[src/rtl/otter_int_ctrl.sv]
// otter_int_ctrl: machine-level interrupt controller for the OTTER core.
// Synchronizes and debounces the external button (MEI), registers the
// timer (MTI) and software (MSI) levels, and runs a request/ack/return
// handshake with the pipeline that presents one prioritized mcause at a time.
module otter_int_ctrl #(
  parameter int DEBOUNCE_CYCLES = 4
) (
  input  logic        CLK,
  input  logic        RST,
  input  logic        BTN,
  input  logic        TIMER_INT,
  input  logic        SW_INT,
  input  logic        MIE_GLOBAL,
  input  logic [2:0]  MIE_MASK,
  input  logic        INTR_ACK,
  input  logic        MRET,
  output logic        INTR_REQ,
  output logic [31:0] INTR_CAUSE,
  output logic [2:0]  MIP
);

  localparam int CNT_W = (DEBOUNCE_CYCLES < 2) ? 1 : $clog2(DEBOUNCE_CYCLES + 1);
  localparam logic [CNT_W-1:0] CNT_LAST = CNT_W'(DEBOUNCE_CYCLES - 1);

  localparam logic [31:0] CAUSE_MSI = 32'h8000_0003;
  localparam logic [31:0] CAUSE_MTI = 32'h8000_0007;
  localparam logic [31:0] CAUSE_MEI = 32'h8000_000B;

  localparam logic [1:0] S_IDLE    = 2'd0;
  localparam logic [1:0] S_REQ     = 2'd1;
  localparam logic [1:0] S_HANDLER = 2'd2;

  logic             sync1_q, sync1_d;
  logic             sync2_q, sync2_d;
  logic [CNT_W-1:0] cnt_q, cnt_d;
  logic             db_q, db_d;
  logic             db_dly_q, db_dly_d;
  logic             msi_q, msi_d;
  logic             mti_q, mti_d;
  logic             mei_q, mei_d;
  logic [1:0]       state_q, state_d;
  logic             intr_req_q, intr_req_d;
  logic [31:0]      cause_q, cause_d;

  logic             btn_rise;
  logic             mei_clr;
  logic [2:0]       mip;
  logic [2:0]       eligible;

  assign mip        = {mei_q, mti_q, msi_q};
  assign eligible   = mip & MIE_MASK & {3{MIE_GLOBAL}};
  assign MIP        = mip;
  assign INTR_REQ   = intr_req_q;
  assign INTR_CAUSE = cause_q;

  // Button synchronizer, debounce counter and rising-edge detect.
  // The counter only runs while the synchronized sample disagrees with the
  // accepted level; any agreeing sample restarts the count.
  always_comb begin
    sync1_d  = BTN;
    sync2_d  = sync1_q;
    cnt_d    = '0;
    db_d     = db_q;
    db_dly_d = db_q;
    if (sync2_q != db_q) begin
      if (cnt_q == CNT_LAST) begin
        db_d  = sync2_q;
        cnt_d = '0;
      end else begin
        cnt_d = cnt_q + CNT_W'(1);
      end
    end
    btn_rise = db_q & ~db_dly_q;
  end

  // Request/handshake FSM, cause latch and pending bits.
  // The cause is captured only on IDLE->REQ so it stays frozen through
  // REQ and HANDLER. A new button edge beats an ack-driven MEI clear.
  always_comb begin
    state_d    = state_q;
    cause_d    = cause_q;
    mei_clr    = 1'b0;
    msi_d      = SW_INT;
    mti_d      = TIMER_INT;
    case (state_q)
      S_IDLE: begin
        if (eligible != 3'b000) begin
          state_d = S_REQ;
          if (eligible[2])      cause_d = CAUSE_MEI;
          else if (eligible[0]) cause_d = CAUSE_MSI;
          else                  cause_d = CAUSE_MTI;
        end
      end
      S_REQ: begin
        if (INTR_ACK) begin
          state_d = S_HANDLER;
          mei_clr = (cause_q == CAUSE_MEI);
        end
      end
      S_HANDLER: begin
        if (MRET) state_d = S_IDLE;
      end
      default: state_d = S_IDLE;
    endcase
    mei_d      = btn_rise | (mei_q & ~mei_clr);
    intr_req_d = (state_d == S_REQ);
  end

  // State registers; reset clears every flop including the synchronizer.
  always_ff @(posedge CLK) begin
    if (RST) begin
      sync1_q    <= 1'b0;
      sync2_q    <= 1'b0;
      cnt_q      <= '0;
      db_q       <= 1'b0;
      db_dly_q   <= 1'b0;
      msi_q      <= 1'b0;
      mti_q      <= 1'b0;
      mei_q      <= 1'b0;
      state_q    <= S_IDLE;
      intr_req_q <= 1'b0;
      cause_q    <= 32'h0;
    end else begin
      sync1_q    <= sync1_d;
      sync2_q    <= sync2_d;
      cnt_q      <= cnt_d;
      db_q       <= db_d;
      db_dly_q   <= db_dly_d;
      msi_q      <= msi_d;
      mti_q      <= mti_d;
      mei_q      <= mei_d;
      state_q    <= state_d;
      intr_req_q <= intr_req_d;
      cause_q    <= cause_d;
    end
  end

endmodule

[config.mk]
export PLATFORM = sky130hd
export DESIGN_NAME = otter_int_ctrl
export DESIGN_NICKNAME = d
export VERILOG_FILES = /design/src/rtl/otter_int_ctrl.sv
export SDC_FILE = /design/constraint.sdc
export NUM_CORES = 1
export LEC_CHECK = 0
export CAP_MARGIN = 30
export CORE_AREA = 2 2 51 53
export CTS_CLUSTER_SIZE = 24
export DETAILED_ROUTE_END_ITERATION = 10
export DIE_AREA = 0 0 53 55
export PLACE_DENSITY_LB_ADDON = 0.08
export SLEW_MARGIN = 30
export SYNTH_ARGS = -nofsm -noshare
export SYNTH_HDL_FRONTEND = slang
export SYNTH_SLANG_ARGS = --single-unit
[constraint.sdc]
create_clock -name CLK -period 1.8 [get_ports CLK]
set_clock_uncertainty 0.1 [all_clocks]
set_input_delay 0.54 -clock CLK [delete_from_list [all_inputs] [get_ports CLK]]
set_output_delay 0.54 -clock CLK [all_outputs]
set_load 0.01 [all_outputs]
* After elaboration in Yosys (flattened, before gate mapping) *
Cells that the tools add are included.

cells by class
  $add $sub $neg = 1
  bitwise operators = 8
  eq/ne operators = 6
  mux-type cells = 8
  reduce and logical (&&, ||, !) cells = 5

operators with widths
  operator              number
  $eq 32x32->1 const B  1
  $and 3x3->3           2
  $mux 2                3
  $pmux 2 s3            1
  $eq 2x1->1 const B    2
  $mux 4                1
  $reduce_and 2->1      2
  $add 3x1->3 const B   1
  $eq 3x2->1 const B    1
  $mux 3                1
  $not 1->1             3
  $reduce_bool 3->1     1
  $reduce_or 3->1       1
  $and 1x1->1           2
  $eq 2x2->1 const B    1
  $logic_not 2->1       1
  $mux 1                2
  $ne 1x1->1            1
  $or 1x1->1            1

word-level totals
  bits of input ports = 11
  flip-flop bits (word level) = 45
  output and inout bits = 36

* Longest topological paths before layout *
Gate-level depths: netlist of run 1.

  depth after elaboration = 6
  gate-level depth with buffers = 4
  mapped depth without buffers = 4

* Worst setup path before layout of run 1 *
OpenSTA, ideal clock, no wires.

  kind = input to register
  start = input port MIE_MASK[0]
  end = register cause_q[1], in the netlist INTR_CAUSE[1]
  slack = 364 ps
  required time = 1,572 ps
  data arrival time = 1,208 ps
  stages = 3
  path through = a222oi_1 -> o21a_1 -> nor2_1

on the way
  longest elaborated chain between the ends = 4

ends and longest elaborated chain
  what                        RTL line  text
  start, declared             14        input logic [2:0] MIE_MASK,
  $and 3x3->3 (2 in a row)    51        assign eligible = mip & MIE_MASK & {3{MIE_GLOBAL}};
  $reduce_bool 3->1           87        if (eligible != 3'b000) begin
  $reduce_and 2->1 (no line)  -
  end signal, assigned        134       cause_q <= cause_d;
  end, declared               43        logic [31:0] cause_q, cause_d;

No other way between the ends.
A chain may end at the register's enable or synchronous reset.

* Worst setup path in the final report of run 1 *
  start = register intr_req_q, in the netlist INTR_REQ
  end = output port INTR_REQ

RTL lines
  what                    RTL line  text
  start, declared         42        logic intr_req_q, intr_req_d;
  start signal, assigned  133       intr_req_q <= intr_req_d;
  end, declared           17        output logic INTR_REQ,

No word-level cell between the ends.

==> impl_metrics.py, run 1 <==
metrics = {
    "finish": {
        "layout_common_cells": "27 x conb_1, 15 x dfxtp_1, 11 x clkdlybuf4s50_1",
        "layout.nets": 125,
        "finish.utilization_pct": 41.1,
        "n_antenna_cell": 0,
        "mostFrequentLayoutCell": "conb_1",
        "finalNonFillerCells": 141,
        "syn2layout_area_growth_pct": 17.7,
        "layout-drive-gt1-share_pct": 9.01,
        "fillCellCount": 259,
    },
    "power_and_ir_drop": {
        "p_int_w": 0.000533,
        "seqPwrFrac_pct": 52.7,
        "vdd_drop_max_mv": 0.542,
        "swShare_pct": 24.2,
        "p_comb_share_pct": 14.1,
        "power.density_mw_per_mm2": 723,
        "total_leakage_power_nw": 0.440,
        "clockPowerShare_pct": 33.3,
        "switchingPower_w": 0.000170,
    },
    "clock_tree": {
        "cts_setup_buffers": 0,
        "path_clk_slew_ns": 0.09,
        "cts_sinks": 16,
        "numCtsBuffers": 3,
        "clk_latency_ns": 0.28,
        "htree_num_levels": 1,
        "cts_root_buf": "clkbuf_4",
        "cts_tree": "yes",
        "clock_path_buffers": 2,
    },
    "timing": {
        "rsz0062_at_grt": "false",
        "hold_viol": 0,
        "fin_tns_setup_ns": 0,
        "min_period_over_period_pct": 97.7,
        "slew_viol_final": 0,
        "fmax_mhz": 569,
        "setup_violations": 0,
        "period_needed_ns": 1.76,
    },
    "setup_path": {
        "r2r_setup_slack_ns": 0.41,
        "cp.arrival_ns": 1.12,
        "critical_path.top_delay_family": "buffers and inverters",
        "r2r-end": "cnt_q[0]$_SDFF_PP0_",
        "worst-setup-path-type": "register to primary output",
        "path_cells": "clkdlybuf4s50_1",
        "crit_fanout": 1,
        "cp_slowest_cell": "clkdlybuf4s50_1",
        "r2r-start": "cnt_q[0]$_SDFF_PP0_",
        "crit_path_end_kind": "primary output",
        "path_buf_inv": 1,
        "startpoint_type": "register",
        "cpPeakStageDelay_ns": 0.52,
        "reg2regPathDepth": 4,
        "crit_required_ns": 1.16,
    },
    "worst_hold_path": {
        "hp-start": "cnt_q[0]$_SDFF_PP0_",
        "worstHoldPathCells": 1,
        "hold_path_class": "register to register",
        "min_to": "cnt_q[0]$_SDFF_PP0_",
    },
    "place": {
        "hpwl_um": 990,
        "io_buffer_count": 19,
        "dp_cells": 137,
        "routabilityCongestion": 0.677,
    },
    "detailed_routing": {
        "via_count": 557,
        "via_per_inst": 3.95,
        "ant_nets": 0,
        "wl_per_cell_um": 8.45,
        "firstDrtPassIters": 4,
        "wirelength_mm": 1.19,
        "drt_iter0_drc": 6,
        "drcViolationCount": 0,
    },
    "global_routing": {
        "grt_max_degree": 10,
        "grt_pass1_wl_mm": 1.93,
        "track_usage_pct": 9.12,
        "antenna_found_initial": 0,
        "overflow": 0,
        "grt_pass1_vias": 453,
    },
    "die": {
        "die_w_um": 53,
        "start_util_pct": 34.9,
        "core_region_area_mm2": 0.00236,
        "placementRows": 18,
        "pin_count": 47,
        "die_area_mm2": 0.00292,
        "die_h_um": 55,
    },
    "yosys": {
        "ys_types": 27,
        "synth.ff_latch_count": 16,
        "syn_area_um2": 826,
        "syn_area_per_cell_um2": 9.18,
        "ys.flop_type": "dfxtp_1",
        "synth_edf_count": 0,
        "async_flop_share_pct": 0,
        "yosysWarnings": 0,
        "yosysSeqAreaShare_pct": 38.8,
        "syn_inst": 90,
    },
    "job": {
        "cap_violations": 0,
    },
    "outcome": {
        "outcome": "finished clean",
    },
}
## metal layers
| layer | global-route usage (%) | part of all wire (%) | vias to the layer above | wire length, um |
|---|---|---|---|---|
| met5 | 0 | 0 | - | 0 |
| met4 | 1.28 | 0 | 0 | 0 |
| met3 | 4.84 | 9.2 | 0 | 110 |
| met2 | 14.4 | 49 | 25 | 584 |
| met1 | 11.3 | 42 | 250 | 495 |
| li1 | - | - | 282 | - |
## how the worst max path moves through the flow
stage	startpoint	to	slack, ns	cells after the start
finish	INTR_REQ$_SDFF_PP0_	INTR_REQ	0.04	1
global route	INTR_REQ$_SDFF_PP0_	INTR_REQ	0.004	1
CTS	INTR_REQ$_SDFF_PP0_	INTR_REQ	0.03	1
detailed placement	MIE_GLOBAL	INTR_CAUSE[3]$_SDFFE_PP0P_	-0.08	4
global placement	MIE_GLOBAL	INTR_CAUSE[3]$_SDFFE_PP0P_	-0.07	4
floorplan	MIE_MASK[0]	INTR_CAUSE[1]$_SDFFE_PP0P_	0.36	3
## cell families (layout without fill, tap and decap cells)
group,Yosys count,after routing,synth area share [%]
other cells,1,27,0.454
buf+inv,36,31,30.9
fa+ha+maj,2,2,3.03
simple gates,22,22,15.0
compound gates,11,11,9.55
mux,1,1,1.21
flops,16,16,38.8
xor+xnor,1,1,1.06
## power by group through the flow
stage               Sequential (W)  Clock [W]  Combinational (W)
floorplan                 0.000379          0           0.000100
global placement          0.000379          0           0.000104
detailed placement        0.000379          0           0.000104
CTS                       0.000371   0.000245          0.0000986
global route              0.000372   0.000259           0.000112
finish                    0.000370   0.000234          0.0000988
## registers in the layout, summed over array words and instances, names as in the netlist
signal / cells
INTR_CAUSE: 3
INTR_REQ: 1
cnt_q: 3
db_dly_d: 1
db_dly_q: 1
mei_q: 1
msi_q: 1
mti_q: 1
state_q: 2
sync1_q: 1
sync2_q: 1
## layout make-up
type | count | area, um2 | share of cell area [%]
Clock buffer | 4 | 36.3 | 3.73
Inverter | 3 | 11.3 | 1.16
Multi-Input combinational cell | 64 | 348 | 35.8
Sequential cell | 16 | 322 | 33.1
Tap cell | 30 | 37.5 | 3.86
Timing Repair Buffer | 24 | 218 | 22.4
## through the flow
stage	area, um2	total power [W]	setup WS, ns	hold slack (ns)
floorplan	923	0.000479	0.364	0.299
global placement	945	0.000483	-0.0678	0.314
detailed placement	945	0.000483	-0.0798	0.317
CTS	972	0.000714	0.0295	0.330
global route	972	0.000743	0.00444	0.357
finish	972	0.000703	0.0419	0.325
## synth_stat cells, drive strengths merged (2+ instances only)
master | count | area share, %
ha | 2 | 3.0
nand2b | 3 | 2.3
buf | 32 | 29
inv | 3 | 1.4
nor2b | 5 | 3.8
a21oi | 2 | 1.2
dfxtp | 16 | 39
nor2 | 7 | 3.2
o31ai | 2 | 1.8
## timing repair
item / 4_1_cts / 5_1_grt
gates resized for setup: 9 / 0
endpoints found under the setup margin: 8 / 0
hold buffers: 0 / 0
Power figures use the tool's default switching activity.
==> run 2: changes to the inputs <==
HOLD_SLACK_MARGIN = 0.03   (was unset)
==> results of run 2 <==
Final layout, timing and power as in run 1 (identical DEF).
==> run 3: changes to the inputs <==
PLACE_DENSITY_LB_ADDON = 0.1   (was 0.08)
==> run 3 against run 2 <==
Against the previous run:
- worst setup slack gained 0.18 ns
- core utilization shrank 0.21 points
- flip-flop and latch count is the same
- final cell count is the same
- critical endpoint is now INTR_CAUSE[1]$_SDFFE_PP0P_
- combinational power grew 0.6%
- fmax grew 12%
- sequential power is essentially flat
- wire length grew 8.9%
==> impl_metrics.py, run 3 (synthesized netlist as in run 1, its figures left out) <==
metrics = {
    "timing": {
        "setup_violations": 0,
        "slew_viol_final": 0,
        "rsz0062_at_grt": "false",
        "hold_viol": 0,
        "period_needed_ns": 1.57,
        "min_period_over_period_pct": 87.5,
        "fmax_mhz": 635,
    },
    "place": {
        "hpwl_mm": 1.06,
        "io_buffer_count": 19,
        "routabilityCongestion": 0.695,
        "placed_area_um2": 952,
    },
    "global_routing": {
        "overflow": 0,
        "track_usage_pct": 9.98,
        "grt_max_degree": 9,
        "grt_pass1_wl_mm": 2.08,
        "grt_pass1_vias": 493,
        "antenna_found_initial": 0,
    },
    "detailed_routing": {
        "firstDrtPassIters": 4,
        "wl_per_cell_um": 9.20,
        "via_per_inst": 4.04,
        "via_count": 569,
        "drcViolationCount": 0,
        "drt_iter0_drc": 6,
        "ant_nets": 0,
        "wirelength_mm": 1.30,
    },
    "power_and_ir_drop": {
        "total_leakage_power_nw": 0.455,
        "swShare_pct": 25.2,
        "p_int_w": 0.000487,
        "switchingPower_w": 0.000165,
        "p_comb_share_pct": 15.3,
        "seqPwrFrac_pct": 56.8,
        "power.density_mw_per_mm2": 674,
        "clockPowerShare_pct": 27.9,
        "vdd_drop_max_mv": 0.585,
    },
    "die": {
        "die_w_um": 53,
        "pin_count": 47,
        "placementRows": 18,
        "die_h_um": 55,
        "die_area_mm2": 0.00292,
        "start_util_pct": 34.9,
        "core_region_area_mm2": 0.00236,
    },
    "setup_path": {
        "crit_required_ns": 1.93,
        "worstSetupPathDepth": 4,
        "crit_fanout": 5,
        "reg2regPathDepth": 4,
        "cpPeakStageDelay_ns": 0.47,
        "startpoint_type": "input port",
        "crit_path_end_kind": "register",
        "path_cells": "clkdlybuf4s50_1, or3b_1, o21a_1, nor2_1",
        "critical_path.top_delay_family": "simple AND/OR/NAND/NOR gates",
        "worst-setup-path-type": "input port to register",
        "cp_slowest_cell": "clkdlybuf4s50_1",
        "cp.arrival_ns": 1.70,
        "path_buf_inv": 1,
    },
    "clock_tree": {
        "htree_num_levels": 1,
        "cts_setup_buffers": 0,
        "cts_sinks": 16,
        "clk_latency_ns": 0.28,
        "hold_buffers": 0,
        "clock_path_buffers": 2,
        "numCtsBuffers": 3,
        "cts_root_buf": "clkbuf_4",
        "path_clk_slew_ns": 0.09,
        "cts_tree": "yes",
    },
    "job": {
        "cap_violations": 0,
    },
    "finish": {
        "multiInputGateArea_um2": 348,
        "layout-drive-gt1-share_pct": 8.11,
        "layout.nets": 126,
        "layout_common_cells": "27 x conb_1, 16 x dfxtp_1, 10 x clkdlybuf4s50_1",
        "finish.utilization_pct": 40.9,
        "mostFrequentLayoutCell": "conb_1",
        "n_antenna_cell": 0,
        "seqCellArea_um2": 320,
        "syn2layout_area_growth_pct": 17.1,
        "fillCellCount": 265,
        "fin_area_um2": 967,
    },
    "outcome": {
        "outcome": "finished clean",
    },
    "worst_hold_path": {
        "worstHoldPathCells": 1,
        "hold_path_class": "register to register",
    },
}
run 3: cell count changes in the layout (fill, tap and decap cells not counted):
cell	before	now
dfxtp_1	15	16
dfxtp_2	1	0
clkbuf_8	1	0
buf_4	5	6
dlymetal6s2s_1	0	1
clkdlybuf4s50_1	11	10
run 3: power groups by stage:
stage	sequential (W)	combinational (W)	clock [W]
after floorplan	0.000379	0.000100	0
after global placement	0.000379	0.000104	0
after detailed placement	0.000379	0.000104	0
after CTS	0.000371	0.0000994	0.000198
after global routing	0.000372	0.000112	0.000215
final	0.000370	0.0000994	0.000182
run 3: layout make-up:
cell class              instances  share of cell area, %
multi-input cells              64                   36.0
inverters                       3                   1.16
repair buffers                 25                   23.5
clock buffers                   3                   2.33
flip-flops and latches         16                   33.1
well taps                      30                   3.88
run 3: worst paths after layout:
kind	end	slack [ns]	startpoint
max	INTR_CAUSE[1]$_SDFFE_PP0P_	0.23	MIE_GLOBAL
min	cnt_q[0]$_SDFF_PP0_	0.33	cnt_q[0]$_SDFF_PP0_
max reg2reg	cnt_q[0]$_SDFF_PP0_	0.41	cnt_q[0]$_SDFF_PP0_
min reg2reg	cnt_q[0]$_SDFF_PP0_	0.33	cnt_q[0]$_SDFF_PP0_
run 3: stage by stage:
stage / worst slack [ns] / total power [W] / cells / hold WS, ns / TNS [ns]
2_1_floorplan: 0.364 / 0.000479 / 116 / 0.299 / 0
3_3_place_gp: -0.0638 / 0.000483 / 138 / 0.309 / -0.239
3_5_place_dp: -0.0624 / 0.000483 / 138 / 0.318 / -0.196
4_1_cts: 0.0237 / 0.000668 / 141 / 0.332 / 0
5_1_grt: 0.143 / 0.000699 / 141 / 0.347 / 0
6_report: 0.226 / 0.000652 / 141 / 0.325 / 0
run 3: what timing repair did:
item / in CTS / in global routing
resized for setup: 8 / 1
endpoints found under the setup margin: 8 / 1
cloned: 0 / 0
endpoints found under the hold margin: 0 / 0
run 3: layer usage:
layer | routed length, um | GRT usage [%] | vias to the layer above
li1 | - | - | 282
met1 | 518 | 10.5 | 262
met2 | 673 | 17.9 | 25
met3 | 104 | 4.03 | 0
met4 | 0 | 3.85 | 0
met5 | 0 | 0 | -
